`src/rtl/cam_sched_pkg.sv`:
```
// Shared types and defaults for the CAM request scheduler.
// Op codes and FSM states are used by the scheduler and its bench.
package cam_sched_pkg;

  localparam int DEF_ENTRIES = 16;
  localparam int DEF_WIDTH   = 8;
  localparam int AW          = 4;

  typedef enum logic [1:0] {
    OP_SEARCH = 2'd0,
    OP_WRITE  = 2'd1,
    OP_INSERT = 2'd2,
    OP_RSVD   = 2'd3
  } op_e;

  typedef enum logic [2:0] {
    IDLE,
    EXEC,
    WAIT,
    ALLOC,
    RESP
  } state_e;

endpackage

```
`src/rtl/cam_rr_arb.sv`:
```
// Two-requester round-robin arbiter; the pointer remembers the last grant.
// The pointer resets to 1 so requester 0 wins the first tie.
module cam_rr_arb (
  input  logic       clk,
  input  logic       rst,
  input  logic [1:0] i_req,
  input  logic       i_take,
  output logic [1:0] o_grant
);

  logic r_last;

  always_comb begin
    o_grant = 2'b00;
    case (i_req)
      2'b01:   o_grant = 2'b01;
      2'b10:   o_grant = 2'b10;
      2'b11:   o_grant = r_last ? 2'b01 : 2'b10;
      default: o_grant = 2'b00;
    endcase
  end

  always_ff @(posedge clk or posedge rst) begin
    if (rst)                     r_last <= 1'b1;
    else if (i_take && |o_grant) r_last <= o_grant[1];
  end

endmodule

```
`src/rtl/cam_sched.sv`:
```
// Serialises SEARCH/WRITE/INSERT requests from two requesters onto one CAM,
// tracking entry occupancy and allocating the lowest free entry on INSERT.
module cam_sched
  import cam_sched_pkg::*;
#(
  parameter int ENTRIES = DEF_ENTRIES,
  parameter int WIDTH   = DEF_WIDTH
) (
  input  logic                  clk,
  input  logic                  rst,
  input  logic [1:0]            req_valid,
  output logic [1:0]            req_ready,
  input  logic [1:0][1:0]       req_op,
  input  logic [1:0][AW-1:0]    req_addr,
  input  logic [1:0][WIDTH-1:0] req_data,
  output logic                  rsp_valid,
  output logic                  rsp_id,
  output logic                  rsp_found,
  output logic [AW-1:0]         rsp_addr,
  output logic                  rsp_full,
  output logic                  rsp_err,
  output logic                  cam_we,
  output logic                  cam_search,
  output logic [AW-1:0]         cam_addr,
  output logic [WIDTH-1:0]      cam_data,
  input  logic                  cam_found,
  input  logic [AW-1:0]         cam_match_addr
);

  state_e             r_state, w_next;
  op_e                r_op, w_req_op;
  logic [AW-1:0]      r_addr;
  logic [WIDTH-1:0]   r_data;
  logic               r_id;
  logic [ENTRIES-1:0] r_occ;

  logic [1:0]         w_arb_req, w_grant;
  logic               w_take, w_sel;
  logic               w_found, w_free_any;
  logic [AW-1:0]      w_free_idx;

  logic               w_we_d, w_search_d;
  logic [AW-1:0]      w_caddr_d;
  logic [WIDTH-1:0]   w_cdata_d;
  logic               w_res_load, w_res_found, w_res_full, w_res_err;
  logic [AW-1:0]      w_res_addr;
  logic               r_res_found, r_res_full, r_res_err;
  logic [AW-1:0]      r_res_addr;

  logic               r_cam_we, r_cam_search;
  logic [AW-1:0]      r_cam_addr;
  logic [WIDTH-1:0]   r_cam_data;
  logic               r_rsp_valid, r_rsp_id, r_rsp_found, r_rsp_full, r_rsp_err;
  logic [AW-1:0]      r_rsp_addr;

  assign w_arb_req = (r_state == IDLE) ? req_valid : 2'b00;

  cam_rr_arb u_arb (
    .clk     (clk),
    .rst     (rst),
    .i_req   (w_arb_req),
    .i_take  (w_take),
    .o_grant (w_grant)
  );

  assign req_ready = rst ? 2'b00 : w_grant;
  assign w_take    = |w_grant;
  assign w_sel     = w_grant[1];
  assign w_req_op  = op_e'(req_op[w_sel]);

  // A stale CAM hit on an unoccupied entry is not a match.
  assign w_found    = cam_found & r_occ[cam_match_addr];
  assign w_free_any = ~&r_occ;

  always_comb begin
    w_free_idx = '0;
    for (int i = ENTRIES - 1; i >= 0; i--) begin
      if (!r_occ[i]) w_free_idx = AW'(i);
    end
  end

  // NOTE: every signal gets a default before the case so no path infers a latch.
  always_comb begin
    w_next      = r_state;
    w_we_d      = 1'b0;
    w_search_d  = 1'b0;
    w_caddr_d   = '0;
    w_cdata_d   = '0;
    w_res_load  = 1'b0;
    w_res_found = 1'b0;
    w_res_full  = 1'b0;
    w_res_err   = 1'b0;
    w_res_addr  = '0;
    case (r_state)
      IDLE: begin
        if (w_take) begin
          w_next = EXEC;
          case (w_req_op)
            OP_SEARCH, OP_INSERT: begin
              w_search_d = 1'b1;
              w_cdata_d  = req_data[w_sel];
            end
            OP_WRITE: begin
              w_we_d    = 1'b1;
              w_caddr_d = req_addr[w_sel];
              w_cdata_d = req_data[w_sel];
            end
            default: ;
          endcase
        end
      end
      EXEC: begin
        if (r_op == OP_SEARCH || r_op == OP_INSERT) begin
          w_next = WAIT;
        end else begin
          w_next     = RESP;
          w_res_load = 1'b1;
          w_res_err  = (r_op == OP_RSVD);
          w_res_addr = (r_op == OP_WRITE) ? r_addr : '0;
        end
      end
      WAIT: begin
        w_res_load = 1'b1;
        if (w_found) begin
          w_next      = RESP;
          w_res_found = 1'b1;
          w_res_addr  = cam_match_addr;
        end else if (r_op == OP_INSERT && w_free_any) begin
          w_next     = ALLOC;
          w_res_addr = w_free_idx;
          w_we_d     = 1'b1;
          w_caddr_d  = w_free_idx;
          w_cdata_d  = r_data;
        end else begin
          w_next     = RESP;
          w_res_full = (r_op == OP_INSERT);
        end
      end
      ALLOC:   w_next = RESP;
      RESP:    w_next = IDLE;
      default: w_next = IDLE;
    endcase
  end

  // NOTE: state registers use non-blocking assignments so all flops update together.
  always_ff @(posedge clk or posedge rst) begin
    if (rst) begin
      r_state     <= IDLE;
      r_op        <= OP_SEARCH;
      r_addr      <= '0;
      r_data      <= '0;
      r_id        <= 1'b0;
      r_res_found <= 1'b0;
      r_res_full  <= 1'b0;
      r_res_err   <= 1'b0;
      r_res_addr  <= '0;
    end else begin
      r_state <= w_next;
      if (w_take) begin
        r_op   <= w_req_op;
        r_addr <= req_addr[w_sel];
        r_data <= req_data[w_sel];
        r_id   <= w_sel;
      end
      if (w_res_load) begin
        r_res_found <= w_res_found;
        r_res_full  <= w_res_full;
        r_res_err   <= w_res_err;
        r_res_addr  <= w_res_addr;
      end
    end
  end

  // NOTE: the occupancy bitmap must be reset; the CAM contents themselves are not.
  always_ff @(posedge clk or posedge rst) begin
    if (rst)         r_occ <= '0;
    else if (w_we_d) r_occ[w_caddr_d] <= 1'b1;
  end

  // Strobes launch with the state they belong to; the response lags RESP by one edge.
  always_ff @(posedge clk or posedge rst) begin
    if (rst) begin
      r_cam_we     <= 1'b0;
      r_cam_search <= 1'b0;
      r_cam_addr   <= '0;
      r_cam_data   <= '0;
      r_rsp_valid  <= 1'b0;
      r_rsp_id     <= 1'b0;
      r_rsp_found  <= 1'b0;
      r_rsp_full   <= 1'b0;
      r_rsp_err    <= 1'b0;
      r_rsp_addr   <= '0;
    end else begin
      r_cam_we     <= w_we_d;
      r_cam_search <= w_search_d;
      r_cam_addr   <= w_caddr_d;
      r_cam_data   <= w_cdata_d;
      r_rsp_valid  <= (r_state == RESP);
      r_rsp_id     <= (r_state == RESP) & r_id;
      r_rsp_found  <= (r_state == RESP) & r_res_found;
      r_rsp_full   <= (r_state == RESP) & r_res_full;
      r_rsp_err    <= (r_state == RESP) & r_res_err;
      r_rsp_addr   <= (r_state == RESP) ? r_res_addr : '0;
    end
  end

  assign cam_we     = r_cam_we;
  assign cam_search = r_cam_search;
  assign cam_addr   = r_cam_addr;
  assign cam_data   = r_cam_data;
  assign rsp_valid  = r_rsp_valid;
  assign rsp_id     = r_rsp_id;
  assign rsp_found  = r_rsp_found;
  assign rsp_addr   = r_rsp_addr;
  assign rsp_full   = r_rsp_full;
  assign rsp_err    = r_rsp_err;

endmodule

```
`config.mk`:
```
export PLATFORM = sky130hd
export DESIGN_NAME = cam_sched
export DESIGN_NICKNAME = d
export VERILOG_FILES = /design/src/rtl/cam_sched_pkg.sv /design/src/rtl/cam_rr_arb.sv /design/src/rtl/cam_sched.sv
export SDC_FILE = /design/constraint.sdc
export NUM_CORES = 1
export LEC_CHECK = 0
export ABC_AREA = 1
export ABC_CLOCK_PERIOD_IN_PS = 2890
export CORE_UTILIZATION = 35
export DETAILED_ROUTE_END_ITERATION = 16
export PLACE_DENSITY = 0.62
export SYNTH_ARGS = -nofsm -noshare
export SYNTH_HDL_FRONTEND = slang
export SYNTH_SLANG_ARGS = --single-unit
```
`constraint.sdc`:
```
create_clock -name clk -period 2.89 [get_ports clk]
set_input_delay 0.289 -clock clk [delete_from_list [all_inputs] [get_ports clk]]
set_output_delay 0.289 -clock clk [all_outputs]
set_load 0.005 [all_outputs]
```
-- Yosys cells after proc, flatten, opt, wreduce, memory -nomap -nowiden
Cells that the tools add are included.
- $lt $le $gt $ge: 4
- eq/ne operators: 13
- multiplexer cells: 67
- bitwise logic cells: 6
- reductions and logical operators: 11
- operators with widths (cell ; number):
    two-way mux 4 bit ; 26
    two-way mux 8 bit ; 6
    two-way mux 1 bit ; 17
    OR 16 bit ; 1
    case mux 4 bit (2 select lines) ; 2
    case mux 8 bit (2 select lines) ; 1
    AND reduction 16 bit ; 1
    two-way mux 3 bit ; 4
    case mux 3 bit (4 select lines) ; 1
    equality test 2 bit (second input constant) ; 5
    < comparator 4 x 5 -> 1 bit (second input constant) ; 2
    two-way mux 2 bit ; 5
    equality test 2 x 1 -> 1 bit (second input constant) ; 3
    equality test 3 x 2 -> 1 bit (second input constant) ; 2
    case mux 2 bit (3 select lines) ; 1
    AND 1 bit ; 5
    binary-select mux 1 bit (select 4 bit) ; 1
    demux 1 bit (select 4 bit) ; 1
    greater-or-equal comparator 4 x 1 -> 1 bit (second input constant) ; 1
    logical NOT 2 bit ; 2
    case mux 1 bit (2 select lines) ; 2
    OR reduction 2 bit ; 2
    equality test 3 x 1 -> 1 bit (second input constant) ; 1
    equality test 3 bit (second input constant) ; 1
    other kinds (7) ; 8
- bits in registers: 65
- input port bits: 37

-- Depth between registers and ports, before layout
Gate-level depths: netlist of run 1.
- word-level depth: 24
- gate-level depth with buffers: 19
- mapped depth without buffers: 19

-- Hierarchy
From an unflattened synthesis of run 1, not the netlist that was laid out.
- cells, all modules: 387
- area total of the unflattened synthesis: 3093.0 µm²
- modules (own cells, without submodules) (module ; instances ; cells an instance ; area each (µm²) ; seq. area each (µm²)):
    cam_sched ; 1 ; 378 ; 3027.9 ; 1601.5
    cam_rr_arb ; 1 ; 9 ; 65.1 ; 26.3

-- Worst setup path after synthesis of run 1
OpenSTA, ideal clock, no wires.
- kind: register -> register
- from: reg r_state[0]
- to: reg r_occ[10]
- library setup time: 0.065 ns
- arrival time: 1.611 ns
- data required time: 2.825 ns
- path slack: 1.214 ns
- stages on the path, launching flop included: 14
- path buffers: 0
- clock period less this slack: 1.676 ns
- cell sequence: dfrtp_1 > inv_2 > nand2_4 > nor2_8 > inv_2 > nor2_2 > a21oi_4 > nor2_8 > nand2_2 > nand2_4 > inv_4 > nor2_4 > nand4_1 > nand2_1
- word-level cells in the longest chain between the ends: 15
- RTL lines (item ; RTL line ; text):
    from (decl) ; cam_sched.sv:30 ; state_e r_state, w_next;
    from (signal assigned) ; cam_sched.sv:158 ; r_state <= w_next;
    logical NOT 3 bit ; cam_sched.sv:56, cam_sched.sv:94 ;
    two-way mux 2 bit ; cam_sched.sv:56 ; assign w_arb_req = (r_state == IDLE) ? req_valid : 2'b00;
    equality test 2 bit or equality test 2 x 1 -> 1 bit (tied branches) ; cam_rr_arb.sv:15 ; case (i_req)
    case mux 2 bit (3 select lines) ; cam_rr_arb.sv:15 ;
    two-way mux 2 bit (implied by the code) (2 in series) ; cam_sched.sv:69 ; assign w_req_op = op_e'(req_op[w_sel]);
    equality test 2 x 1 -> 1 bit ; cam_sched.sv:98 ; case (w_req_op)
    two-way mux 4 bit ; cam_sched.sv:98 ;
    two-way mux 4 bit ; cam_sched.sv:96 ; if (w_take) begin
    case mux 4 bit (2 select lines) * ; cam_sched.sv:94 ; case (r_state)
    net w_caddr_d[3] ; cam_sched.sv:43 ; logic [AW-1:0] w_caddr_d;
    < comparator 4 x 5 -> 1 bit (implied by the code) or greater-or-equal comparator 4 x 1 -> 1 bit (tied branches) ; cam_sched.sv:177 ; else if (w_we_d) r_occ[w_caddr_d] <= 1'b1;
    logical AND 1 bit (implied by the code) ; cam_sched.sv:177 ;
    two-way mux 1 bit (implied by the code) ; cam_sched.sv:177 ;
    demux 1 bit (select 4 bit) * ; cam_sched.sv:177 ;
    OR 16 bit (no line) * ; -- ;
    to (signal assigned) ; cam_sched.sv:176 ; if (rst) r_occ <= '0;
    to (signal, indexed assignment) ; cam_sched.sv:177 ;
    to (decl) ; cam_sched.sv:35 ; logic [ENTRIES-1:0] r_occ;
Mark *: on every way through the listed nets, which the timed path passes. The rest lies on a longest branch. The select of a mux whose other input is x is not followed.
A chain may end at the register's enable or synchronous reset.

-- Worst setup path in the final report of run 1
- from: reg r_state[0]
- to: out req_ready[0]
- word-level cells in the longest chain between the ends: 5
- RTL lines (item ; RTL line ; text):
    logical NOT 3 bit * ; cam_sched.sv:56 ;
    two-way mux 2 bit * ; cam_sched.sv:56 ;
    equality test 2 bit or equality test 2 x 1 -> 1 bit (tied branches) ; cam_rr_arb.sv:15 ;
    case mux 2 bit (3 select lines) * ; cam_rr_arb.sv:15 ;
    two-way mux 2 bit * ; cam_sched.sv:66 ; assign req_ready = rst ? 2'b00 : w_grant;
    to (decl) ; cam_sched.sv:12 ; output logic [1:0] req_ready,
Every way passes the cells marked *; elsewhere a longest branch is shown, timed or not.

==> results of run 1 <==
## cells in the mapped netlist, drive strengths merged, types with 2 or more instances
library cell / count / area (um2)
nand4: 9 / 56.30
nor3: 4 / 25.02
buf: 3 / 17.52
dfrtp: 64 / 1602
nand3: 33 / 170.2
o21ai: 30 / 161.4
clkbuf: 2 / 7.510
a31oi: 4 / 25.02
nand2: 101 / 446.7
nor2: 31 / 158.9
inv: 65 / 249.0
o22ai: 10 / 62.56
a21oi: 7 / 61.31
## per-layer routing
layer	GRT usage, %	up-vias
met1	24.22	1196
met3	3.685	15
li1	-	1341
met4	8.840	0
met5	0	-
met2	25.24	84
## cells by family after synthesis
family | Yosys count
AOI/OAI and AO/OA | 58
and+or+nand+nor | 179
DFF | 65
buffers and inverters | 70
muxes | 1
## power breakdown
part	total, W	switching [W]	internal (W)
clock	0.000763	0.000367	0.000396
combinational	0.00122	0.000747	0.000477
sequential	0.00128	0.000113	0.00117
total	0.00327	0.00123	0.00204
## how the worst max path moves through the flow
stage              endpoint  cells past startpoint  slack (ns)
2_1_floorplan   cam_addr[0]                      1        0.98
3_5_place_dp      r_occ[12]                     15        0.32
3_3_place_gp      r_occ[12]                     15        0.37
4_1_cts        req_ready[0]                      8        0.38
6_report       req_ready[0]                      8        0.43
5_1_grt        req_ready[0]                      8        0.21
## through the flow
| stage | instances | total power [W] |
|---|---|---|
| floorplan | 373 | 0.002101 |
| global placement | 540 | 0.002514 |
| detailed placement | 540 | 0.002526 |
| CTS | 555 | 0.003307 |
| global route | 555 | 0.003517 |
| finish | 555 | 0.003266 |
## cell type report
type,count,area (um2),share of cell area [%]
clock inverter,6,70.07,1.716
sequential,65,1628,39.86
multi-input combinational,238,1245,30.48
tap,108,135.1,3.309
inverter,65,249.0,6.097
timing repair buffer,64,633.1,15.50
clock buffer,9,123.9,3.033
## sequential cells by signal, summed over array words and instances, names as in the netlist, 2 cells and up
name / count
r_occ: 16
cam_data: 8
r_data: 8
cam_addr: 4
r_addr: 4
r_res_addr: 4
rsp_addr: 4
r_state: 3
r_op: 2
## critical path: cells and delay by family (launching register included)
kind / cells / cell delay [ns]
flip-flops: 1 / 0.40
buffers and inverters: 4 / 0.86
AND/OR/NAND/NOR: 4 / 0.58
==> results.cfg, run 1 <==
[run_status]
outcome = completed

[sta]
slew_violations = 0
max_freq_mhz = 406.0
min_period_ns = 2.463
period_share_pct = 85.22
worst_hold_slack_ns = 0.3928
fin_ws_ns = 0.4272
worst_pin_slew_ns = 0.6209
fin_worst_skew_ns = 0.01143
fin_setup_tns_ns = 0
finalHoldViolCount = 0
rsz0062_at_grt = no
slew_headroom_pct = 58.55
setup_viol = 0

[final_layout]
nFillCells = 860
final_util_pct = 46.83
final_common_cell = nand2_1
nNetsFinal = 480
antennaDiodeCount = 0
drive_gt1_share_pct = 12.30
area_growth_pct = 29.78
fin_area_um2 = 4084
layout_common_cells = nand2_1, dfrtp_1, clkdlybuf4s50_1

[detailed_routing]
wl_met1_um = 3679
wl_met2_um = 3273
via_count = 2636
drt-initial-drc-count = 69
drtPass1Iterations = 4
highest_layer = met4
drc = 0
vias_per_cell = 4.750
wl_um = 7536
antenna_left = 0
wl_met3_um = 407
wire_per_inst_um = 13.58

[clocking]
cts_setup_buffers = 0
cts_max_path_buffers = 2
cts_made_buffers = 9
cts-hold-fix-buffers = 0
clk_pin_slew_ns = 0.08
cts_sinks = 65
h-tree-depth = 3
cts_tree = done
cts_resized = 0
cts-root-buf = clkbuf_8
clk_latency_ns = 0.34

[placement]
placed_area_um2 = 3890
gp_congestion = 0.8275
dp_hpwl_um = 5736
io_buffers = 61
dp_slack_ns = 0.3196

[hold_path]
min_path_type = primary input to async pin

[worst_setup_path]
rr_startpoint = r_occ[13]
cpPeakStageDelay_ns = 0.50
critPathMaxFanout = 9
arrival_ns = 2.17
slowest_stage = clkdlybuf4s50_1
startpoint = r_state[0]
end_kind = output pin
worstPathRequired_ns = 2.60
path_common_cell = inv_2
crit_chain = inv_2 -> nand2_4 -> nor2_8 -> inv_2 -> nor2_2 -> inv_1 -> nor2_1 -> clkdlybuf4s50_1
rrSetupSlack_ns = 0.78
r2r_cells = 11
r2r_end = r_occ[12]
startpoint_type = flop
path_class = flop to output pin

[run]
maxCapViolations = 0

[global_route]
grt_max_degree = 31
grt-ovfl-total = 0
track_usage_pct = 17.33
grt_pass1_vias = 2624
antenna_found_initial = 0
grt_pass1_wl_um = 12830

[pwr]
peakVddDrop_uv = 330.6
power.leakage_nw = 1.989
power_density_nw_per_um2 = 799.6

[die]
die_x_um = 96.82
rows = 34
die-area_um2 = 9374
io_pins = 62
core_um2 = 8721
fp.dieH_um = 96.82
start_util_pct = 36.08

[synth]
syn_nets = 410
synth_edf_count = 0
synth-adder-area-share_pct = 0
synth-seq-cells = 65
yosysSeqAreaShare_pct = 51.73
syn_area_per_cell_um2 = 8.436
synth_warnings = 0
synth.distinct_cells = 37
ys.flop_type = dfrtp_1
synth_compound_area_share_pct = 11.77
synth_simple_gate_area_share_pct = 27.44
ys_async_sr_fraction_pct = 100.0
synth_top_family_by_area = simple AND/OR/NAND/NOR gates
syn_area_um2 = 3147
synthesis.instances = 373
synth_xor_area_share_pct = 0
synthMuxAreaShare_pct = 0.3579
No activity file was read; power rests on OpenSTA's default activity.
==> inputs of run 2 (changes only) <==
--- a/config.mk
+++ b/config.mk
@@ -8,6 +8,7 @@
 export ABC_AREA = 1
 export ABC_CLOCK_PERIOD_IN_PS = 2890
 export CORE_UTILIZATION = 35
+export CTS_CLUSTER_DIAMETER = 50
 export DETAILED_ROUTE_END_ITERATION = 16
 export PLACE_DENSITY = 0.62
 export SYNTH_ARGS = -nofsm -noshare
==> results of run 2 <==
No change in the layout: final DEF, timing and power equal those of run 1.
==> inputs of run 3 (changes only) <==
--- a/config.mk
+++ b/config.mk
@@ -10,6 +10,7 @@
 export CORE_UTILIZATION = 35
 export CTS_CLUSTER_DIAMETER = 50
 export DETAILED_ROUTE_END_ITERATION = 16
+export GPL_TIMING_DRIVEN = 0
 export PLACE_DENSITY = 0.62
 export SYNTH_ARGS = -nofsm -noshare
 export SYNTH_HDL_FRONTEND = slang
==> run 3 against run 2 <==
- flip-flop and latch count did not move
- count of clock-buffer cells in the layout rose by 1
- fmax fell by 1.4%
- sequential share of layout area fell by 0.68 points
- final area rose by 1.7%
- worst setup slack got worse by 0.036 ns
- register-to-register slack got worse by 0.02 ns
- utilization rose by 0.82 points
- die area did not move
- via count fell by 0.64%
- critical path depth did not move
- power rose by 7.0%
- largest power group unchanged
==> results.cfg, run 3 (same netlist as run 1, synthesis figures left out) <==
[run_status]
outcome = completed

[die]
die_x_um = 96.82
fp.dieH_um = 96.82
start_util_pct = 36.08
rows = 34
die-area_um2 = 9374
core_um2 = 8721
io_pins = 62

[final_layout]
antennaDiodeCount = 0
layout_common_cells = nand2_1, dfrtp_1, clkdlybuf4s50_1
final_common_cell = nand2_1
area_growth_pct = 32.05
nFillCells = 852
top_register = r_occ
largest_register_ffs = 16
drive_gt1_share_pct = 12.67
nNetsFinal = 482

[detailed_routing]
vias_per_cell = 4.694
antenna_left = 0
wire_per_inst_um = 13.04
drtPass1Iterations = 4
drc = 0
wl_um = 7274
drt-initial-drc-count = 100
via_count = 2619

[placement]
gp_congestion = 0.8779
dp_hpwl_um = 5407
io_buffers = 60

[global_route]
grt_max_degree = 42
grt_pass1_wl_um = 12550
antenna_found_initial = 0
track_usage_pct = 16.75
grt_pass1_vias = 2630
grt-ovfl-total = 0

[sta]
rsz0062_at_grt = no
finalHoldViolCount = 0
slew_headroom_pct = 62.88
setup_viol = 0
fin_worst_skew_ns = 0.01293
max_freq_mhz = 400.3
slew_violations = 0
period_share_pct = 86.45
worst_pin_slew_ns = 0.5568
min_period_ns = 2.498
worst_hold_slack_ns = 0.3641

[clocking]
clk_pin_slew_ns = 0.08
cts_setup_buffers = 0
cts_resized = 0
cts-root-buf = clkbuf_8
h-tree-depth = 3
cts_tree = done
cts_max_path_buffers = 2
cts_sinks = 65
cts_made_buffers = 9
cts-hold-fix-buffers = 0
clk_latency_ns = 0.34

[pwr]
power_density_nw_per_um2 = 840.9
power.leakage_nw = 2.029
finalPower_w = 0.003494
peakVddDrop_uv = 367.5

[worst_setup_path]
rrSetupSlack_ns = 0.76
arrival_ns = 2.21
path_class = flop to output pin
r2r_end = r_data[3]
startpoint = r_state[0]
startpoint_type = flop
worstPathRequired_ns = 2.60
r2r_cells = 9
end_kind = output pin
rr_startpoint = r_state[0]
critPathMaxFanout = 10

[run]
maxCapViolations = 0

[hold_path]
min_path_type = primary input to async pin
==> run 3: report_power, final <==
group	internal (W)	switching [W]	leakage, nW
combinational	0.000489	0.000753	1.14
sequential	0.00117	0.000115	0.770
clock	0.000599	0.000371	0.123
==> run 3: final cells by class <==
class                      count  area (um2)  share of cell area (%)
tap                          108       135.1                   3.252
clock buffer                  10       137.6                   3.312
sequential                    65        1628                   39.17
inverter                      65       249.0                   5.992
clock inverter                 6       115.1                   2.770
buffer                         5       25.02                  0.6022
multi-input combinational    238        1245                   29.96
timing repair buffer          61       620.6                   14.94
==> run 3: per-stage QoR <==
step	area (um2)	cells	setup TNS [ns]	worst slack, ns	util, %
2_1_floorplan	3147	373	0	0.9762	-
3_3_place_gp	3882	541	-8.742	-0.1406	44.52
3_5_place_dp	3902	542	0	0.4066	44.75
4_1_cts	4155	558	0	0.3625	47.65
5_1_grt	4155	558	0	0.2228	47.65
6_report	4155	558	0	0.3916	47.65
==> run 3: routing by layer <==
layer	share of wire [%]	GRT usage, %
met4	1.2	6.200
met1	48	22.89
met5	0	0
met2	45	25.84
met3	5.3	3.974
==> run 3: worst max path at each step <==
stage | endpoint | cells after the start
global placement | r_occ[8] | 2
CTS | req_ready[1] | 8
detailed placement | req_ready[1] | 8
global route | req_ready[1] | 8
floorplan | cam_addr[0] | 1
finish | req_ready[1] | 8
==> run 3: worst max-delay path, stage by stage, from the launching register on <==
cell	delay, ns
dfrtp_1	0.41
inv_2	0.10
nand2_4	0.08
nor2_8	0.18
nand2_4	0.10
buf_2	0.19
buf_2	0.20
nor2_1	0.10
clkdlybuf4s50_1	0.51
